`config.mk`:
```
export PLATFORM = sky130hd
export DESIGN_NAME = ltc_lvds_tx
export DESIGN_NICKNAME = d
export VERILOG_FILES = /design/src/rtl/ltc_lvds_pkg.sv /design/src/rtl/ltc_tx_holdbuf.sv /design/src/rtl/ltc_lvds_tx.sv
export SDC_FILE = /design/constraint.sdc
export NUM_CORES = 1
export LEC_CHECK = 0
export CORE_MARGIN = 2
export CORE_UTILIZATION = 50
export CTS_BUF_LIST = sky130_fd_sc_hd__clkbuf_4 sky130_fd_sc_hd__clkbuf_8
export CTS_CLUSTER_SIZE = 10
export DETAILED_ROUTE_END_ITERATION = 16
export PLACE_DENSITY = 0.76
export SYNTH_ARGS = -nofsm -noshare
export SYNTH_HDL_FRONTEND = slang
export SYNTH_SLANG_ARGS = --single-unit
export TNS_END_PERCENT = 5
```
`constraint.sdc`:
```
create_clock -name sys_clk -period 4.42 [get_ports sys_clk]
set_clock_uncertainty 0.15 [all_clocks]
set_input_delay 0.663 -clock sys_clk [delete_from_list [all_inputs] [get_ports sys_clk]]
set_output_delay 0.663 -clock sys_clk [all_outputs]
set_load 0.02 [all_outputs]
```
`src/rtl/ltc_lvds_pkg.sv`:
```
// rtl/ltc_lvds_pkg.sv - shared constants and lane bit-pair helper for the LTC DDR LVDS emulator
package ltc_lvds_pkg;

   localparam int DW = 16;
   localparam int SLOTS = 8;
   localparam logic [DW-1:0] IDLE_WORD_DEF = '0;

   // Pair k of a word: lane A gets the even-position (from MSB) bit, lane B the next one.
   function automatic logic [1:0] lane_bits(input logic [DW-1:0] word, input logic [2:0] slot);
      logic [3:0] ia;
      logic [3:0] ib;
      ia = 4'(DW - 1) - {slot, 1'b0};
      ib = ia - 4'd1;
      lane_bits = {word[ia], word[ib]};
   endfunction

endpackage

```
`src/rtl/ltc_tx_holdbuf.sv`:
```
// rtl/ltc_tx_holdbuf.sv - one-entry valid/ready holding register, emptied by a drain strobe
module ltc_tx_holdbuf
   import ltc_lvds_pkg::*;
(
   input  logic          sys_clk,
   input  logic          reset,
   input  logic [DW-1:0] s_data,
   input  logic          s_valid,
   output logic          s_ready,
   input  logic          en,
   input  logic          drain,
   output logic [DW-1:0] buf_data,
   output logic          buf_full
);

   logic ready_q;

   assign s_ready = ready_q & en;

   // Drain is only raised while full, so it can never collide with an accept.
   always_ff @(posedge sys_clk) begin
      if (reset) begin
         buf_full <= 1'b0;
         ready_q  <= 1'b1;
         buf_data <= '0;
      end else if (drain) begin
         buf_full <= 1'b0;
         ready_q  <= 1'b1;
      end else if (s_valid && s_ready) begin
         buf_full <= 1'b1;
         ready_q  <= 1'b0;
         buf_data <= s_data;
      end
   end

endmodule

```
`src/rtl/ltc_lvds_tx.sv`:
```
// rtl/ltc_lvds_tx.sv - LTC two-lane DDR LVDS transmitter emulator with frame slip
// Optional test-pattern source enabled by defining LTC_TX_TEST_PATTERN_EN.
module ltc_lvds_tx
   import ltc_lvds_pkg::*;
#(
   parameter logic [DW-1:0] IDLE_WORD = IDLE_WORD_DEF
) (
   input  logic          sys_clk,
   input  logic          reset,
   input  logic [DW-1:0] s_data,
   input  logic          s_valid,
   output logic          s_ready,
   input  logic          slip,
`ifdef LTC_TX_TEST_PATTERN_EN
   input  logic          pattern_en,
   input  logic [DW-1:0] pattern,
`endif
   output logic          out_a,
   output logic          out_b,
   output logic          dco,
   output logic          fr,
   output logic          frame_start,
   output logic [2:0]    offset,
   output logic [15:0]   underflow_cnt
);

   logic [2:0]    slot_cnt;
   logic [DW-1:0] cur, prev, cur_nxt, prev_nxt;
   logic [DW-1:0] buf_data, pat_word;
   logic          buf_full, drain, load, slip_pend, use_pat, underrun;
   logic [2:0]    offset_nxt, pidx;
   logic [1:0]    pair;

`ifdef LTC_TX_TEST_PATTERN_EN
   assign use_pat  = pattern_en;
   assign pat_word = pattern;
`else
   assign use_pat  = 1'b0;
   assign pat_word = IDLE_WORD;
`endif

   assign load = (slot_cnt == 3'd0);

   ltc_tx_holdbuf u_holdbuf (
      .sys_clk  (sys_clk),
      .reset    (reset),
      .s_data   (s_data),
      .s_valid  (s_valid),
      .s_ready  (s_ready),
      .en       (~use_pat),
      .drain    (drain),
      .buf_data (buf_data),
      .buf_full (buf_full)
   );

   // Outputs are computed from next-state values so a load appears on the pins one cycle later.
   always_comb begin
      prev_nxt   = prev;
      cur_nxt    = cur;
      offset_nxt = offset;
      drain      = 1'b0;
      underrun   = 1'b0;
      if (load) begin
         prev_nxt   = cur;
         offset_nxt = offset + {2'b00, slip_pend | slip};
         if (use_pat) begin
            cur_nxt = pat_word;
         end else if (buf_full) begin
            cur_nxt = buf_data;
            drain   = 1'b1;
         end else begin
            cur_nxt  = IDLE_WORD;
            underrun = 1'b1;
         end
      end
      // Slots before the offset replay the tail of the previous word.
      pidx = slot_cnt - offset_nxt;
      pair = (slot_cnt < offset_nxt) ? lane_bits(prev_nxt, pidx) : lane_bits(cur_nxt, pidx);
   end

   always_ff @(posedge sys_clk) begin
      if (reset) begin
         slot_cnt      <= 3'd0;
         cur           <= IDLE_WORD;
         prev          <= IDLE_WORD;
         offset        <= 3'd0;
         slip_pend     <= 1'b0;
         underflow_cnt <= 16'd0;
         out_a         <= 1'b0;
         out_b         <= 1'b0;
         dco           <= 1'b0;
         fr            <= 1'b0;
         frame_start   <= 1'b0;
      end else begin
         slot_cnt  <= slot_cnt + 3'd1;
         cur       <= cur_nxt;
         prev      <= prev_nxt;
         offset    <= offset_nxt;
         slip_pend <= load ? 1'b0 : (slip_pend | slip);
         if (underrun && underflow_cnt != 16'hFFFF)
            underflow_cnt <= underflow_cnt + 16'd1;
         {out_a, out_b} <= pair;
         dco            <= ~slot_cnt[0];
         fr             <= (slot_cnt < 3'(SLOTS / 2));
         frame_start    <= load;
      end
   end

endmodule

```
==> PnR_summary.wiki <==
{| class="wikitable"
! Metric !! Value
|-
| Result of the run || finished, final reports clean
|-
| Share of synthesized area spent on multiplexers || approximately 17%
|-
| Arrival @ worst endpoint || between 3 and 4 ns
|-
| DRC || 0
|-
| Dominant combinational cell family by area after synthesis || simple AND/OR/NAND/NOR gates
|-
| Leak || 1.62 nW
|-
| Unrepaired setup endpoints after global routing || false
|-
| Worst r2r dst || out_b
|-
| Count of boundary I/O pins || 45
|-
| Half-perimeter wire length after detailed placement || approximately 5.4 mm
|-
| Yosys Warn Count || 0
|-
| Initial core utilization || a little over 50%
|-
| Drt initial violations || 179
|-
| Vias in the first global route || 2664
|-
| Number of cells produced by synthesis || 392
|-
| Mapped Avg Cell Area || between 9 and 10 sq um
|-
| CTS H-tree lvls || 3
|-
| Number of hold violations in the final report || 0
|-
| CTS buffer count || 9
|-
| Post-CTS Repair Setup Buffers || 0
|-
| Area growth syn-to-layout || 20.7%
|-
| Count of TritonRoute iterations in the first routing pass || 4
|-
| Setup violators final || 0
|-
| Die ar. || 8030 sq um
|-
| Maximum number of pins on one net before global-route repair || 65
|-
| Launching point of the worst reg2reg path || slot_cnt[0]
|-
| Number of synthesized flops with an enable pin || 0
|-
| Post-synth net total || 421
|-
| Die span in x || 89.6 um
|-
| Leftover overflow at the end of global routing || 0
|-
| Area leader, netlist || dfxtp_1
|-
| Post-detailed-routing wire length || 7.68 mm
|-
| Crit-path most repeated cell || ha_1
|-
| Achievable Freq || 0.260 GHz
|-
| Path type of the worst min-delay path || flop to flop
|-
| Type of element launching the critical path || input pin
|-
| Endpoint with the worst hold slack || prev[2]
|-
| Hold-fix buffers at CTS || 0
|-
| Number of core rows || 31
|-
| Largest cells by area after synthesis || dfxtp_1, mux4_2, mux2i_1
|-
| Number of register bits inferred by synthesis || 77
|-
| Final core utilization || 61.7%
|-
| Initial antenna violation count || 0
|-
| Number of vias per cell || 5.38
|-
| All-layer global routing usage || about a fifth
|-
| Critical Path Max Stage Delay || 0.47 ns
|-
| Root buffer cell || clkbuf_8
|-
| Routability congestion estimate || 0.828
|-
| Post-route ant nets || 0
|-
| Fin crit share || 86.9%
|-
| Fraction of the mapped netlist area in compound gates || 9.08%
|-
| # Max-Cap Violations || 0
|-
| Cell with the largest stage delay on the worst path || fa_1
|-
| Hold Crit Depth || 2
|-
| Most frequently used flop master after synthesis || dfxtp_1
|-
| Area of the core || 7180 sq um
|-
| Total number of nets in the final design || 459
|-
| Max-Slew Margin vs Limit || a little under a quarter
|-
| Source of the worst hold timing path || prev[2]
|-
| Clock tree from TritonCTS || built
|-
| Port bufs || 44
|-
| Ordered list of cells on the worst path || clkdlybuf4s50_1 -> or2_2 -> ha_1 -> ha_1 -> mux2i_1 -> fa_1 -> xor2_1 -> mux4_1 -> mux2_2 -> and3_1 -> a211o_1
|-
| Antenna Diode Count || 0
|-
| CP Class || input pin to flop
|-
| Async S/R FF share, synth || 0%
|-
| Worst r2r path cells || 13
|-
| Cell area power density || 399 nW/um^2
|-
| CP max FO || 6
|-
| Pins over their slew limit || 0
|-
| Setup TNS || 0 ns
|-
| Fraction of post-synthesis cell area in the top cell type by area || 42.1%
|-
| Synthesized cell area || ~3700 sq um
|-
| TritonCTS Sinks || 77
|-
| Type of element capturing the critical path || flop
|-
| Routed len/inst || 14.4 um
|-
| Register area share after synthesis || between 40 and 50%
|-
| Vias after detailed routing || 2868
|-
| Most frequent cell after synthesis || dfxtp_1
|-
| Die Span Y || 89.6 um
|-
| Share of synthesized cell area in and, or, nand and nor gates || 20.3%
|-
| Worst skew pair latency || 0.34 ns
|-
| Measured slew at the worst slew-check pin || 1.14 ns
|-
| Synthesized-area fraction occupied by xor and xnor cells || under 10%
|-
| Count of cells resized by post-cts repair || 0
|-
| Layout cells sized above 1 || 10.6%
|-
| Area share of fa/ha/maj cells after synthesis || 3.28%
|-
| Endpoint required time on the critical path || about 4.5 ns
|-
| Reg-to-reg slack, setup || 0.80 ns
|-
| Count of cell types in the netlist || 48
|-
| Most common library cells after synthesis || dfxtp_1, nor2_1, nand2_1
|-
| Worst-case vdd ir drop || 0.000281 V
|-
| Clock-pin transition on the worst setup and hold timing paths || around 0.08 ns
|-
| Final min period || 3.84 ns
|-
| Filler Cells Inserted || a little under 600
|-
| Buffer levels on the longest clock path || 2
|-
| First-pass GRT wire length || 12.9 mm
|}
sequential cells by signal (all words and copies together), names as in the netlist:
name                cells
slip_pend               1
offset                  3
u_holdbuf.buf_data     16
u_holdbuf.buf_full      1
out_a                   1
fr                      1
prev                   16
out_b                   1
cur                    16
frame_start             1
u_holdbuf.ready_q       1
underflow_cnt          16
slot_cnt                3
cells by family after synthesis:
group / after synthesis
AOI/OAI and AO/OA: 54
xor gates and xnor gates: 16
adders and majority gates: 9
buffers and inverters: 38
DFF: 77
muxes: 42
and+or+nand+nor: 156
worst max path at each step:
stage | from | end | cells after the start
after detailed placement | slip | out_b | 11
after global placement | slip | out_b | 11
after floorplan | slot_cnt[0] | out_a | 16
final | slip | out_b | 11
after CTS | slip | out_b | 11
after global routing | slip | out_b | 11
cell type report:
class / instances / area (sq um) / share of cell area (%)
multi-input combinational: 277 / 1960 / 44.3
sequential: 77 / 1540 / 34.8
timing repair buffer: 49 / 473 / 10.7
inverter: 16 / 60.1 / 1.36
tap: 99 / 124 / 2.80
clock buffer: 11 / 145 / 3.28
clock inverter: 4 / 120 / 2.71
metrics by stage:
step	hold WS [ns]	total power, mW	std cells	instance area [sq um]	setup slack, ns
2_1_floorplan	0.282	0.987	392	3660	0.351
3_3_place_gp	0.290	1.07	518	4160	0.322
3_5_place_dp	0.295	1.08	518	4160	0.212
4_1_cts	0.306	1.77	533	4420	0.564
5_1_grt	0.324	1.84	533	4420	0.381
6_report	0.307	1.77	533	4420	0.578
metal layers:
layer	share of wire, %	GRT usage [%]
met1	48	29.6
met2	46	30.9
met3	4.3	4.66
met4	1.3	7.06
met5	0	0
layout by cell type (no fill, tap or decap), types with 2 or more instances in the layout:
master / instances
a2111oi_2: 2
a21oi_1: 33
a22oi_1: 3
and2_1: 5
and3_1: 2
and4_1: 2
and4b_1: 4
buf_4: 5
bufinv_16: 4
clkbuf_8: 10
clkdlybuf4s50_1: 43
dfxtp_1: 77
ha_1: 8
inv_1: 16
mux2_2: 2
mux2i_1: 25
mux4_1: 3
mux4_2: 12
nand2_1: 51
nand3_1: 5
nand4_1: 2
nor2_1: 64
nor2b_1: 3
nor3_1: 2
nor3b_1: 2
nor4_1: 2
o2111ai_1: 3
o211ai_1: 2
o21ai_0: 6
or3_1: 2
xnor2_1: 9
xor2_1: 7
critical path, delay by kind of cell:
kind / cells / cell delay, ns
fa+ha+maj: 3 / 0.94
mux: 3 / 0.76
simple gates: 2 / 0.49
xor+xnor: 1 / 0.42
buf+inv: 1 / 0.39
compound gates: 1 / 0.25
power by group:
part / internal (mW) / switching (mW)
sequential: 0.721 / 0.0287
combinational: 0.142 / 0.171
clock: 0.451 / 0.251
No activity file was read; power rests on OpenSTA's default activity.
